## config.mk

```make
export PLATFORM = sky130hd
export DESIGN_NAME = imem_fetch_ctrl_flat
export DESIGN_NICKNAME = d
export VERILOG_FILES = /design/src/rtl/imem_fetch_ctrl_if.sv /design/src/rtl/imem_fetch_ctrl.sv /design/src/flat_wrapper.sv
export SDC_FILE = /design/constraint.sdc
export NUM_CORES = 1
export LEC_CHECK = 0
export ABC_AREA = 1
export CAP_MARGIN = 20
export CORE_MARGIN = 2
export CORE_UTILIZATION = 45
export CTS_BUF_LIST = sky130_fd_sc_hd__clkbuf_4 sky130_fd_sc_hd__clkbuf_8
export DETAILED_ROUTE_END_ITERATION = 10
export PLACE_DENSITY = 0.74
export SETUP_SLACK_MARGIN = 0.5
export SYNTH_ARGS = -nofsm -noshare
export SYNTH_HDL_FRONTEND = slang
export SYNTH_SLANG_ARGS = --single-unit
```

## constraint.sdc

```tcl
create_clock -name clk -period 3.7 [get_ports clk]
set_input_delay 0.37 -clock clk [delete_from_list [all_inputs] [get_ports clk]]
set_output_delay 0.37 -clock clk [all_outputs]
set_load 0.1 [all_outputs]
```

## src/rtl/imem_fetch_ctrl_if.sv

```systemverilog
// rtl/imem_fetch_ctrl_if.sv - fetch-stage and backing-memory signal bundle for imem_fetch_ctrl
interface imem_fetch_ctrl_if;
  logic [31:0] fetch_addr;
  logic        flush;
  logic [31:0] instr;
  logic        instr_valid;
  logic        stall;
  logic        mem_req;
  logic [31:0] mem_addr;
  logic        mem_ack;
  logic [31:0] mem_rdata;
  logic        mem_err;

  modport master (
    input  fetch_addr, flush, mem_ack, mem_rdata,
    output instr, instr_valid, stall, mem_req, mem_addr, mem_err
  );

  modport slave (
    output fetch_addr, flush, mem_ack, mem_rdata,
    input  instr, instr_valid, stall, mem_req, mem_addr, mem_err
  );
endinterface

```

## src/rtl/imem_fetch_ctrl.sv

```systemverilog
// rtl/imem_fetch_ctrl.sv - single-line instruction buffer with miss fill, flush and fill timeout
// Define IMEM_LINEBUF_EN for a 4-word line; left undefined the line is one word.
module imem_fetch_ctrl #(
  parameter int TIMEOUT_CYCLES = 64
) (
  input  logic              clk,
  input  logic              rst,
  imem_fetch_ctrl_if.master bus
);

`ifdef IMEM_LINEBUF_EN
  localparam int LW   = 4;
  localparam int OFFW = 4;
`else
  localparam int LW   = 1;
  localparam int OFFW = 2;
`endif
  localparam int TAGW = 32 - OFFW;
  localparam int CW   = (LW > 1) ? $clog2(LW) : 1;
  localparam int WW   = (TIMEOUT_CYCLES > 1) ? $clog2(TIMEOUT_CYCLES) : 1;
  localparam logic [CW-1:0] LAST_WORD = CW'(LW - 1);
  localparam logic [WW-1:0] WAIT_LAST = WW'(TIMEOUT_CYCLES - 1);

  typedef enum logic {IDLE, FILL} state_e;

  state_e          state_q, state_d;
  logic            valid_q, valid_d;
  logic [TAGW-1:0] tag_q, tag_d;
  logic [TAGW-1:0] base_q, base_d;
  logic [CW-1:0]   cnt_q, cnt_d;
  logic [WW-1:0]   wait_q, wait_d;
  logic [31:0]     instr_q, instr_d;
  logic            instr_valid_q, instr_valid_d;
  logic            mem_err_q, mem_err_d;
  logic [31:0]     line_q [LW];

  logic            line_we;
  logic            hit;
  logic            stall;
  logic            mem_req;
  logic [31:0]     sel_word;
  logic            unused_addr_bits;

`ifdef IMEM_LINEBUF_EN
  assign sel_word     = line_q[bus.fetch_addr[3:2]];
  assign bus.mem_addr = {base_q, cnt_q, 2'b00};
`else
  assign sel_word     = line_q[0];
  assign bus.mem_addr = {base_q, 2'b00};
`endif
  assign unused_addr_bits = ^bus.fetch_addr[1:0];

  assign hit = valid_q && (tag_q == bus.fetch_addr[31:OFFW]);

  always_comb begin
    state_d       = state_q;
    valid_d       = valid_q;
    tag_d         = tag_q;
    base_d        = base_q;
    cnt_d         = cnt_q;
    wait_d        = wait_q;
    instr_d       = instr_q;
    instr_valid_d = 1'b0;
    mem_err_d     = 1'b0;
    line_we       = 1'b0;
    stall         = 1'b0;
    mem_req       = 1'b0;
    unique case (state_q)
      IDLE: begin
        if (hit) begin
          instr_d       = sel_word;
          instr_valid_d = !bus.flush;
        end else begin
          stall   = 1'b1;
          valid_d = 1'b0;
          base_d  = bus.fetch_addr[31:OFFW];
          cnt_d   = '0;
          wait_d  = '0;
          state_d = FILL;
        end
      end
      FILL: begin
        stall   = 1'b1;
        mem_req = 1'b1;
        // A flush here is deliberately ignored: the line always completes.
        if (bus.mem_ack) begin
          line_we = 1'b1;
          wait_d  = '0;
          cnt_d   = cnt_q + CW'(1);
          if (cnt_q == LAST_WORD) begin
            valid_d = 1'b1;
            tag_d   = base_q;
            state_d = IDLE;
          end
        end else if (wait_q == WAIT_LAST) begin
          mem_err_d = 1'b1;
          state_d   = IDLE;
        end else begin
          wait_d = wait_q + WW'(1);
        end
      end
    endcase
  end

  always_ff @(posedge clk) begin
    if (rst) begin
      state_q       <= IDLE;
      valid_q       <= 1'b0;
      tag_q         <= '0;
      base_q        <= '0;
      cnt_q         <= '0;
      wait_q        <= '0;
      instr_q       <= '0;
      instr_valid_q <= 1'b0;
      mem_err_q     <= 1'b0;
    end else begin
      state_q       <= state_d;
      valid_q       <= valid_d;
      tag_q         <= tag_d;
      base_q        <= base_d;
      cnt_q         <= cnt_d;
      wait_q        <= wait_d;
      instr_q       <= instr_d;
      instr_valid_q <= instr_valid_d;
      mem_err_q     <= mem_err_d;
    end
  end

  always_ff @(posedge clk) begin
    for (int i = 0; i < LW; i++) begin
      if (!rst && line_we && (cnt_q == CW'(i))) begin
        line_q[i] <= bus.mem_rdata;
      end
    end
  end

  assign bus.instr       = instr_q;
  assign bus.instr_valid = instr_valid_q;
  assign bus.stall       = stall;
  assign bus.mem_req     = mem_req;
  assign bus.mem_err     = mem_err_q;

endmodule

```

## src/flat_wrapper.sv

```systemverilog
// flat-port wrapper written by rule: the top's interface ports become plain ports
module imem_fetch_ctrl_flat 
#(
  parameter int TIMEOUT_CYCLES = 64
)
  (clk, rst, bus_fetch_addr, bus_flush, bus_mem_ack, bus_mem_rdata, bus_instr, bus_instr_valid, bus_stall, bus_mem_req, bus_mem_addr, bus_mem_err);
  imem_fetch_ctrl_if bus_i ();
  input  logic clk;
  input  logic rst;
  input wire logic [$bits(bus_i.fetch_addr)-1:0] bus_fetch_addr;
  input wire logic [$bits(bus_i.flush)-1:0] bus_flush;
  input wire logic [$bits(bus_i.mem_ack)-1:0] bus_mem_ack;
  input wire logic [$bits(bus_i.mem_rdata)-1:0] bus_mem_rdata;
  output wire logic [$bits(bus_i.instr)-1:0] bus_instr;
  output wire logic [$bits(bus_i.instr_valid)-1:0] bus_instr_valid;
  output wire logic [$bits(bus_i.stall)-1:0] bus_stall;
  output wire logic [$bits(bus_i.mem_req)-1:0] bus_mem_req;
  output wire logic [$bits(bus_i.mem_addr)-1:0] bus_mem_addr;
  output wire logic [$bits(bus_i.mem_err)-1:0] bus_mem_err;
  assign bus_i.fetch_addr = bus_fetch_addr;
  assign bus_i.flush = bus_flush;
  assign bus_i.mem_ack = bus_mem_ack;
  assign bus_i.mem_rdata = bus_mem_rdata;
  assign bus_instr = bus_i.instr;
  assign bus_instr_valid = bus_i.instr_valid;
  assign bus_stall = bus_i.stall;
  assign bus_mem_req = bus_i.mem_req;
  assign bus_mem_addr = bus_i.mem_addr;
  assign bus_mem_err = bus_i.mem_err;
  imem_fetch_ctrl #(.TIMEOUT_CYCLES(TIMEOUT_CYCLES)) u_core (.clk(clk), .rst(rst), .bus(bus_i));
endmodule
```

==> impl_metrics.env, run 1 <==
export IMPL_status="completed"
export IMPL_cts_hold_buf=0
export IMPL_grt_pass1_vias=4509
export IMPL_ys_async_sr_fraction_pct=0
export IMPL_powerDensity_nw_per_um2=485
export IMPL_switchingPower_uw=978
export IMPL_cts_repair_resized=0
export IMPL_ant_nets=0
export IMPL_yosys_warnings=0
export IMPL_fin_util_pct=61.6
export IMPL_gp_congestion=0.814
export IMPL_die_area_um2=12700
export IMPL_crit_type="primary input to primary output"
export IMPL_antenna_found_initial=0
export IMPL_swShare_pct=28.5
export IMPL_synth_area_um2=5310
export IMPL_slew_viol_final=0
export IMPL_min_from="u_core.tag_q[0]"
export IMPL_cts_made_buffers=17
export IMPL_leakage_nw=3.00
export IMPL_critPathSlowestCell="clkdlybuf4s50_1"
export IMPL_clkLatencyLatePin_ns=0.43
export IMPL_fin_crit_sh_pct=71.7
export IMPL_nets=847
export IMPL_yosysUniqueCellTypes=26
export IMPL_seq_area_frac_synth_pct=57.0
export IMPL_intPower_mw=2.45
export IMPL_initial_utilization_pct=46.3
export IMPL_post_drt_wl_per_cell_um=13.5
export IMPL_seq_power_share_pct=47.1
export IMPL_final_common_cell="nor2_1"
export IMPL_synth_edff_count=32
export IMPL_irDropWorstVdd_uv=243
export IMPL_fmax_ghz=0.377
export IMPL_dr_pass1_iters=5
export IMPL_coreArea_um2=11500
export IMPL_synth_ff_type="dfxtp_1"
export IMPL_cts_sinks=135
export IMPL_hold_class="register to register"
export IMPL_r2r_end="u_core.base_q[12]"
export IMPL_wl_mm=12.6
export IMPL_grt_overflow_total=0
export IMPL_grt_start_max_net_pins=65
export IMPL_grt_pass1_wl_mm=21.0
export IMPL_cts_setup_buffers=0
export IMPL_crit_path_start_kind="primary input"
export IMPL_fin_crit_ns=2.65
export IMPL_viasPerCell=4.90
export IMPL_fin_ws_ns=1.05
export IMPL_cp_max_fo=12
export IMPL_htree_levels=4
export IMPL_io_pins=136
export IMPL_cp_data_required_time_ns=3.33
export IMPL_final_cell_mix="162 x nor2_1, 130 x clkdlybuf4s50_1, 103 x dfxtp_1, 100 x nand2_1, 68 x inv_1"
export IMPL_clock_path_buffers=2
export IMPL_endpoint_kind="primary output"
export IMPL_cp_data_arrival_time_ns=2.28
export IMPL_syn_inst=654
export IMPL_crit_path_max_incr_delay_ns=0.50
export IMPL_maxCapViolCount=0
export IMPL_fin_tns_setup_ns=0
export IMPL_area_growth_pct=33.2
export IMPL_min_to="u_core.tag_q[0]"
export IMPL_num_rows=39
export IMPL_crit_top_cell="nand2_1"
export IMPL_first_iter_violations=333
export IMPL_clkPwrFrac_pct=37.1
export IMPL_drive_gt1_share_pct=5.94
export IMPL_reg2regPathDepth=13
export IMPL_vias=4581
export IMPL_die_w_um=113
export IMPL_hpwl_mm=8.45
export IMPL_tightest_slew_ns=1.03
export IMPL_skew_ns=0.0106
export IMPL_drc=0
export IMPL_grtUsageTotal_pct=20.7
export IMPL_max_slew_margin_pct=31.3
export IMPL_r2r_start="u_core.tag_q[18]"
export IMPL_crit_chain="clkdlybuf4s50_1 -> inv_1 -> nand2_1 -> nand2_1 -> inv_1 -> nand2_1 -> nor2_1 -> nand2_1 -> nor2_2 -> nand3_1 -> buf_12"
export IMPL_dp_slack_ns=0.960
export IMPL_grt_setup_unrepaired="false"
export IMPL_synth_seq_cells=135
export IMPL_reg2reg_slack_ns=1.49
export IMPL_setup_viol=0
export IMPL_die_y_um=113
export IMPL_diodes=0
export IMPL_path_clk_slew_ns=0.08
export IMPL_combPwrFrac_pct=15.9
export IMPL_holdPathStages=2
export IMPL_numPortBuffers=131
export IMPL_cts_root_buf="clkbuf_8"
export IMPL_holdWs_ns=0.470
export IMPL_syn_area_per_cell_um2=8.12
export IMPL_timing_final_hold_violations=0
export IMPL_cts_tree="yes"
[routing by layer]
metal	share of wire, %	track usage, %
met3	8.7	7.45
met4	1.7	8.29
met2	47	34.1
met1	42	24.7
met5	0	0
[worst max-delay path by stage]
stage                          end                from  cells after the start
3_3_place_gp     u_core.base_q[20]   bus_fetch_addr[2]                     14
6_report                 bus_stall   bus_fetch_addr[2]                     11
2_1_floorplan  u_core.line_q[0][0]      u_core.state_q                      5
4_1_cts                  bus_stall   bus_fetch_addr[2]                     11
3_5_place_dp     u_core.base_q[12]  bus_fetch_addr[11]                     14
5_1_grt                  bus_stall  bus_fetch_addr[15]                     11
[area by class of cell]
| type | count | area (um2) |
|---|---|---|
| inverters | 73 | 274 |
| well taps | 143 | 179 |
| clock inverters | 12 | 149 |
| clock buffers | 20 | 269 |
| repair buffers | 135 | 1360 |
| multi-input cells | 416 | 1810 |
| flip-flops and latches | 135 | 3020 |
| fillers | 998 | 4400 |
[power by group through the flow]
stage | sequential (mW) | combinational (mW) | clock (mW)
2_1_floorplan | 1.85 | 0.172 | 0
3_3_place_gp | 1.64 | 0.536 | 0
3_5_place_dp | 1.65 | 0.545 | 0
4_1_cts | 1.61 | 0.547 | 1.30
5_1_grt | 1.62 | 0.582 | 1.36
6_report | 1.61 | 0.544 | 1.27
[flip-flops by register name, indices dropped and copies added, names as in the netlist]
register                count
u_core.bus.instr_valid      1
u_core.base_q              30
u_core.tag_q               30
u_core.bus.mem_err          1
u_core.valid_q              1
u_core.state_q              1
u_core.line_q              32
u_core.wait_q               6
u_core.bus.instr           32
u_core.cnt_q                1
[Yosys cell counts (2+ instances only)]
| cell | count | area, um2 |
|---|---|---|
| nor2_1 | 163 | 612 |
| buf_6 | 10 | 113 |
| edfxtp_1 | 32 | 961 |
| a21oi_1 | 29 | 145 |
| buf_4 | 3 | 22.5 |
| buf_2 | 2 | 10.0 |
| xnor2_1 | 6 | 52.6 |
| nor3b_1 | 2 | 15.0 |
| clkbuf_1 | 16 | 60.1 |
| dfxtp_1 | 103 | 2060 |
| nand2_1 | 100 | 375 |
| nand3_1 | 8 | 40.0 |
| nor2_2 | 3 | 18.8 |
| inv_1 | 69 | 259 |
| o21ai_1 | 38 | 190 |
| o21ai_0 | 57 | 285 |
| inv_2 | 4 | 15.0 |
[critical path: cells and delay by family]
family / cells / cell delay (ns)
buf+inv: 4 / 0.93
simple gates: 7 / 0.97
[cells by family (layout without fill, tap and decap cells)]
| family | count (synthesis) | after routing | share of synthesized area (%) |
|---|---|---|---|
| adder cells (fa/ha/maj) | 1 | 1 | 0.236 |
| buffers and inverters | 104 | 240 | 9.03 |
| AND/OR/NAND/NOR | 281 | 281 | 20.7 |
| flip-flops | 135 | 135 | 57.0 |
| other | 1 | 2 | 0.0707 |
| AO/OA/AOI/OAI | 125 | 125 | 11.8 |
| XOR/XNOR | 7 | 7 | 1.16 |
[through the flow]
| stage | instances | cell area, um2 | total power, mW |
|---|---|---|---|
| after floorplan | 655 | 5310 | 2.02 |
| after detailed placement | 902 | 6650 | 2.19 |
| after global routing | 934 | 7070 | 3.57 |
| after CTS | 934 | 7070 | 3.46 |
| after global placement | 902 | 6650 | 2.18 |
| final | 934 | 7070 | 3.43 |
No activity file was read; power rests on OpenSTA's default activity.
==> run 2, diff against run 1 <==
- PLACE_DENSITY: 0.74 -> 0.77
- clock period: 3.7 -> 2.25 ns (I/O delays scaled with it)
==> run 2 against run 1 <==
Combinational power grew 68%. Critical path type is now register to primary output. Worst setup slack got worse by 0.84 ns. Non-clock buffer count grew 20. Worst hold slack lost 0.15 ns. Clock-buffer cell count rose by 4. Total power up 67%.
==> impl_metrics.env, run 2 (synthesis gave the netlist of run 1 again) <==
export IMPL_final_cell_mix="161 x nor2_1, 97 x nand2_1, 88 x dfxtp_1, 76 x buf_4, 65 x clkdlybuf4s50_1"
export IMPL_fill_cells=940
export IMPL_die_w_um=113
export IMPL_cts_tree="yes"
export IMPL_grt_overflow_total=0
export IMPL_clkLatencyLatePin_ns=0.45
export IMPL_combPwrFrac_pct=16.0
export IMPL_cts_sinks=135
export IMPL_status="completed"
export IMPL_post_drt_wl_per_cell_um=14.5
export IMPL_intPower_mw=4.12
export IMPL_reg2reg_slack_ns=0.31
export IMPL_dr_pass1_iters=5
export IMPL_fin_ws_ns=0.205
export IMPL_grt_start_max_net_pins=55
export IMPL_swShare_pct=28.2
export IMPL_area_growth_pct=38.1
export IMPL_powerDensity_nw_per_um2=783
export IMPL_fin_util_pct=63.9
export IMPL_min_to="u_core.line_q[0][31]"
export IMPL_clock_path_buffers=2
export IMPL_first_iter_violations=313
export IMPL_leakage_nw=3.32
export IMPL_fin_tns_setup_ns=0
export IMPL_fin_crit_sh_pct=90.9
export IMPL_hpwl_mm=8.70
export IMPL_startpoint="u_core.tag_q[19]"
export IMPL_clkPwrFrac_pct=37.6
export IMPL_gp_congestion=0.813
export IMPL_seq_power_share_pct=46.4
export IMPL_skew_ns=0.0176
export IMPL_cp_data_required_time_ns=2.03
export IMPL_maxCapViolCount=0
export IMPL_max_slew_margin_pct=66.4
export IMPL_holdPathStages=1
export IMPL_final_common_cell="nor2_1"
export IMPL_initial_utilization_pct=46.3
export IMPL_die_area_um2=12700
export IMPL_irDropWorstVdd_uv=513
export IMPL_die_y_um=113
export IMPL_switchingPower_mw=1.62
export IMPL_crit_path_max_incr_delay_ns=0.33
export IMPL_grt_pass1_wl_mm=21.6
export IMPL_crit_type="register to primary output"
export IMPL_slew_viol_final=0
export IMPL_diodes=0
export IMPL_vias=4687
export IMPL_drc=0
export IMPL_grtUsageTotal_pct=21.5
export IMPL_drive_gt1_share_pct=19.7
export IMPL_htree_levels=4
export IMPL_timing_final_hold_violations=0
export IMPL_grt_pass1_vias=4772
export IMPL_reg2regPathDepth=14
export IMPL_viasPerCell=4.91
export IMPL_tightest_slew_ns=0.504
export IMPL_ant_nets=0
export IMPL_r2r_end="u_core.bus.instr[22]"
export IMPL_cts_made_buffers=17
export IMPL_grt_setup_unrepaired="true"
export IMPL_hold_class="primary input to register"
export IMPL_setup_viol=0
export IMPL_cp_top_family="simple AND/OR/NAND/NOR gates"
export IMPL_coreArea_um2=11500
export IMPL_r2r_start="u_core.tag_q[2]"
export IMPL_endpoint_kind="primary output"
export IMPL_cp_data_arrival_time_ns=1.82
export IMPL_num_rows=39
export IMPL_critPathSlowestCell="dfxtp_2"
export IMPL_cts_hold_buf=0
export IMPL_fmax_ghz=0.489
export IMPL_cts_root_buf="clkbuf_8"
export IMPL_nets=867
export IMPL_io_pins=136
export IMPL_crit_chain="inv_1 -> nand2_1 -> nand2_1 -> inv_1 -> nand2_1 -> nor2_1 -> nand2_1 -> nor2_4 -> nand3_4 -> buf_12 -> buf_12"
export IMPL_min_from="bus_mem_rdata[31]"
export IMPL_antenna_found_initial=0
export IMPL_cp_max_fo=2
export IMPL_power_mw=5.74
export IMPL_path_clk_slew_ns=0.08
export IMPL_dp_slack_ns=0.0494
export IMPL_numPortBuffers=131
export IMPL_crit_path_start_kind="register"
export IMPL_crit_top_cell="nand2_1"
export IMPL_fin_crit_ns=2.05
export IMPL_worstPathBufferInverterCount=4
export IMPL_wl_mm=13.8
## run 2: timing repair
action                                  in CTS  in global routing
buffers inserted                             4                  3
endpoints found under the setup margin      31                 71
cloned                                       1                  6
pin swaps                                    9                 11
resized for setup                           18                 24
hold endpoints to repair                     0                  0
## run 2: per-stage QoR
step                      hold WS [ns]  instances  area, um2
final                            0.323        954       7330
after global routing             0.301        954       7330
after CTS                        0.301        945       7140
after detailed placement         0.460        908       6590
after global placement           0.447        908       6590
after floorplan                  0.302        655       5350
## run 2: worst max-delay path by stage
stage	endpoint	slack, ns	depth (start not counted)
after CTS	bus_stall	0.21	11
final	bus_stall	0.20	11
after global routing	bus_stall	0.1	11
after detailed placement	u_core.base_q[14]	0.05	12
after global placement	u_core.base_q[27]	0.1	14
after floorplan	u_core.line_q[0][0]	0.28	5
## run 2: cell type report
| type | count | area, um2 | share of cell area (%) |
|---|---|---|---|
| clock buffer | 24 | 312 | 4.25 |
| clock inverter | 8 | 121 | 1.66 |
| inverter | 73 | 282 | 3.84 |
| multi-input combinational | 416 | 1880 | 25.6 |
| sequential | 135 | 3040 | 41.5 |
| tap | 143 | 179 | 2.44 |
| timing repair buffer | 155 | 1520 | 20.7 |
## run 2: power groups by stage
stage          clock network, mW  logic, mW  registers, mW
6_report                    2.16      0.915           2.66
5_1_grt                     2.30      0.980           2.67
4_1_cts                     2.19      0.904           2.66
3_5_place_dp                   0      0.895           2.71
3_3_place_gp                   0      0.880           2.70
2_1_floorplan                  0      0.288           3.04
## run 2: metal layers
| metal | share of wire [%] | global-route usage, % |
|---|---|---|
| met3 | 8.5 | 8.75 |
| met4 | 1.5 | 8.29 |
| met5 | 0 | 0 |
| met2 | 49 | 36.0 |
| met1 | 41 | 24.6 |
==> run 3, diff against run 2 <==
- CAP_MARGIN: 20 -> 30
- GPL_TIMING_DRIVEN: unset -> 1
- SKIP_CTS_REPAIR_TIMING: unset -> 1
==> run 3 against run 2 <==
Total power grew 0.21%. Wire length shrank 3.8%. Worst setup slack lost 0.047 ns. First-iteration DRC count grew 3.2%. Critical path depth is the same. Flip-flop and latch count is the same. Die area is the same. Critical endpoint unchanged.
==> impl_metrics.env, run 3 (synthesis gave the netlist of run 1 again) <==
export IMPL_fin_crit_sh_pct=93.0
export IMPL_clkLatencyLatePin_ns=0.46
export IMPL_finalInstanceArea_um2=7240
export IMPL_io_pins=136
export IMPL_diodes=0
export IMPL_initial_utilization_pct=46.3
export IMPL_gp_congestion=0.813
export IMPL_switchingPower_mw=1.63
export IMPL_grt_start_max_net_pins=55
export IMPL_hpwl_mm=8.70
export IMPL_placed_cell_area_um2=6590
export IMPL_viasPerCell=4.90
export IMPL_die_y_um=113
export IMPL_crit_path_start_kind="register"
export IMPL_clock_path_buffers=2
export IMPL_cp_data_arrival_time_ns=1.87
export IMPL_tightest_slew_ns=0.506
export IMPL_final_cell_mix="154 x nor2_1, 96 x dfxtp_1, 94 x nand2_1, 74 x buf_4, 67 x inv_1"
export IMPL_swShare_pct=28.3
export IMPL_dr_pass1_iters=5
export IMPL_irDropWorstVdd_uv=511
export IMPL_die_w_um=113
export IMPL_antenna_found_initial=0
export IMPL_crit_type="register to primary output"
export IMPL_vias=4653
export IMPL_setup_viol=0
export IMPL_die_area_um2=12700
export IMPL_endpoint_kind="primary output"
export IMPL_intPower_mw=4.12
export IMPL_cts_tree="yes"
export IMPL_nets=862
export IMPL_cts_root_buf="clkbuf_8"
export IMPL_num_rows=39
export IMPL_drc=0
export IMPL_seq_power_share_pct=46.3
export IMPL_ant_nets=0
export IMPL_numPortBuffers=131
export IMPL_powerDensity_nw_per_um2=794
export IMPL_fin_crit_ns=2.09
export IMPL_skew_ns=0.0188
export IMPL_wl_mm=13.3
export IMPL_grtUsageTotal_pct=21.0
export IMPL_first_iter_violations=323
export IMPL_fmax_ghz=0.478
export IMPL_crit_path_max_incr_delay_ns=0.33
export IMPL_crit_top_cell="nand2_1"
export IMPL_max_slew_margin_pct=66.3
export IMPL_critPathSlowestCell="dfxtp_2"
export IMPL_cp_data_required_time_ns=2.03
export IMPL_grt_overflow_total=0
export IMPL_grt_pass1_wl_mm=21.2
export IMPL_timing_final_hold_violations=0
export IMPL_fin_util_pct=63.1
export IMPL_htree_levels=4
export IMPL_post_drt_wl_per_cell_um=14.0
export IMPL_status="completed"
export IMPL_crit_chain="inv_1 -> nand2_1 -> nand2_1 -> inv_1 -> nand2_1 -> nor2_1 -> nand2_1 -> nor2_4 -> nand3_2 -> buf_12 -> buf_12"
export IMPL_maxCapViolCount=0
export IMPL_hold_class="primary input to register"
export IMPL_leakage_nw=3.25
export IMPL_clkPwrFrac_pct=37.7
export IMPL_grt_pass1_vias=4722
export IMPL_slew_viol_final=0
export IMPL_area_growth_pct=36.4
export IMPL_cp_max_fo=8
export IMPL_final_common_cell="nor2_1"
export IMPL_path_clk_slew_ns=0.08
export IMPL_cts_made_buffers=17
export IMPL_fin_tns_setup_ns=0
export IMPL_coreArea_um2=11500
export IMPL_cts_sinks=135
export IMPL_drive_gt1_share_pct=19.0
export IMPL_grt_setup_unrepaired="true"
export IMPL_combPwrFrac_pct=16.0
run 3: cell count changes in the layout (fill, tap and decap cells not counted), sizes merged:
cell,previous run,this run
clkbuf,29,26
buf,85,83
run 3: area by class of cell:
| class | instances | area (um2) |
|---|---|---|
| Clock buffer | 24 | 312 |
| Clock inverter | 8 | 121 |
| Fill cell | 950 | 4230 |
| Inverter | 73 | 282 |
| Multi-Input combinational cell | 416 | 1900 |
| Sequential cell | 135 | 3030 |
| Tap cell | 143 | 179 |
| Timing Repair Buffer | 150 | 1410 |
run 3: stage by stage:
step           instances  power [mW]  hold slack (ns)  worst slack, ns
4_1_cts              940        5.74            0.301           0.0540
6_report             949        5.75            0.316            0.158
3_3_place_gp         908        3.58            0.447           0.0955
3_5_place_dp         908        3.61            0.460           0.0494
5_1_grt              949        5.96            0.300           0.0482
2_1_floorplan        655        3.33            0.302            0.279
run 3: routing by layer:
layer / routed length, um / GRT usage, %
met1: 5550 / 24.2
met2: 6330 / 34.6
met3: 1150 / 8.80
met4: 255 / 8.21
met5: 0 / 0
run 3: worst max-delay path, delay by kind of cell, from the launching register on:
family,cells,cell delay [ns]
buf+inv,4,0.41
flops,1,0.33
simple gates,7,0.67
run 3: path summary, 6_finish.rpt:
path | startpoint | endpoint | slack [ns] | cells after the start
max | u_core.tag_q[19] | bus_stall | 0.16 | 11
min | bus_mem_rdata[28] | u_core.line_q[0][28] | 0.32 | 1
max reg2reg | u_core.tag_q[19] | u_core.bus.instr[16] | 0.45 | 14
min reg2reg | u_core.tag_q[19] | u_core.tag_q[19] | 0.47 | 2
run 3: power by group through the flow:
| stage | clock network, mW | registers (mW) | logic [mW] |
|---|---|---|---|
| 2_1_floorplan | 0 | 3.04 | 0.288 |
| 3_3_place_gp | 0 | 2.70 | 0.880 |
| 3_5_place_dp | 0 | 2.71 | 0.895 |
| 4_1_cts | 2.19 | 2.66 | 0.897 |
| 5_1_grt | 2.30 | 2.67 | 0.987 |
| 6_report | 2.17 | 2.66 | 0.921 |
==> RTL edit, RTL diff (flow settings as in run 3) <==
Take the reset off `tag_q` and load it in a clocked block of its own.
--- a/src/rtl/imem_fetch_ctrl.sv
+++ b/src/rtl/imem_fetch_ctrl.sv
@@ -106,7 +106,6 @@
     if (rst) begin
       state_q       <= IDLE;
       valid_q       <= 1'b0;
-      tag_q         <= '0;
       base_q        <= '0;
       cnt_q         <= '0;
       wait_q        <= '0;
@@ -116,7 +115,6 @@
     end else begin
       state_q       <= state_d;
       valid_q       <= valid_d;
-      tag_q         <= tag_d;
       base_q        <= base_d;
       cnt_q         <= cnt_d;
       wait_q        <= wait_d;
@@ -124,6 +122,10 @@
       instr_valid_q <= instr_valid_d;
       mem_err_q     <= mem_err_d;
     end
+  end
+
+  always_ff @(posedge clk) begin
+    tag_q <= tag_d;
   end
 
   always_ff @(posedge clk) begin
Function: no difference found for any inputs over 10 cycles, from zero or initial values and one cycle with rst high; that may be too few to reach the edited logic, so the function may still have changed.
==> RTL edit against run 3 <==
- final area grew 10%
- sequential cell count is the same
- power shrank 1.7%
- area after synthesis grew 9.2%
- cell count grew 5.0%
- sequential share of layout area shrank 0.26 points
- wire length grew 11%
- setup slack gained 0.039 ns
- count of clock-buffer cells in the layout shrank 3
- critical path depth shrank 3
- fmax grew 1.9%
- worst hold slack gained 0.011 ns
- sequential power grew 3%
- critical path type unchanged
- largest power group unchanged
==> RTL edit: results (changes against run 3) <==
| Metric | Value |
|---|---|
| Status | `finished clean (unchanged)` |
| Placer Congestion | `0.871 (was 0.813)` |
| Ranking of synthesized cells by area | `edfxtp_1, dfxtp_1, nand2_1 (was dfxtp_1, edfxtp_1, nor2_1)` |
| Largest net degree at the start of global routing | `65 (was 55)` |
| Worst reg2reg setup slack | `0.39 ns (was 0.45 ns)` |
| Pwr Density | `707 mW/mm2 (was 794 mW/mm2)` |
| Placement Setup Slack | `0.104 ns (was 0.0494 ns)` |
| DP HPWL | `9.40 mm (was 8.70 mm)` |
| Non-Filler Instances | `996 (was 949)` |
| Max rail drop VDD | `0.409 mV (was 0.511 mV)` |
| Worst R2R Path Depth | `12 (was 14)` |
| Reg-to-reg endpoint | `u_core.base_q[4]$_SDFFE_PP0P_ (was u_core.bus.instr[16]$_SDFFE_PP0P_)` |
| Inverters | `76 (was 73)` |
| Global routing usage on met3 | `0.0635 (was 0.0880)` |
| Yosys cell types | `31 (was 26)` |
| Initial DRC count | `319 (was 323)` |
| FF-to-FF Start | `u_core.tag_q[16]$_DFFE_PP_ (was u_core.tag_q[19]$_SDFFE_PP0P_)` |
| Worst EP arrival | `1.83 ns (was 1.87 ns)` |
| Multi-input gates | `424 (was 416)` |
| Met2 WL post-DR | `7.05 mm (was 6.33 mm)` |
| Fin Clk Skew | `0.0152 ns (was 0.0188 ns)` |
| Clk cell area share | `0.0468 (was 0.0598)` |
| Total GRT Usage | `0.198 (was 0.210)` |
| P_comb | `1010 uW (was 921 uW)` |
| Fraction of layout cells with a size suffix above 1 | `0.229 (was 0.190)` |
| Layout clock buffers | `21 (was 24)` |
| Multi-input gate area | `0.00215 mm2 (was 0.00190 mm2)` |
| Vias in the first global route | `4,530 (was 4,722)` |
| Syn_area_per_cell | `8.77 um2 (was 8.12 um2)` |
| Final hold slack | `0.327 ns (was 0.316 ns)` |
| Min-Delay Startpoint | `bus_mem_rdata[26] (was bus_mem_rdata[28])` |
RTL edit: cell types whose count changed in the layout (fill, tap and decap cells not counted), moves of 30 or more:
| cell | change |
|---|---|
| o21ai_1 | -34 |
| o21ai_0 | -51 |
| nand2_1 | +46 |
| nor2_1 | -40 |
| nand3b_1 | +32 |
| edfxtp_1 | +30 |
RTL edit: worst max path at each step:
stage / from / to / slack, ns / cells after the start
floorplan: u_core.state_q$_SDFF_PP0_ / u_core.line_q[0][0]$_DFFE_PP_ / 0.18 / 4
CTS: u_core.tag_q[13]$_DFFE_PP_ / bus_stall / 0.08 / 7
detailed placement: bus_fetch_addr[27] / u_core.base_q[4]$_SDFFE_PP0P_ / 0.10 / 13
global route: u_core.tag_q[16]$_DFFE_PP_ / bus_stall / 0.07 / 8
finish: u_core.tag_q[16]$_DFFE_PP_ / bus_stall / 0.20 / 8
global placement: bus_fetch_addr[27] / u_core.base_q[6]$_SDFFE_PP0P_ / 0.15 / 13
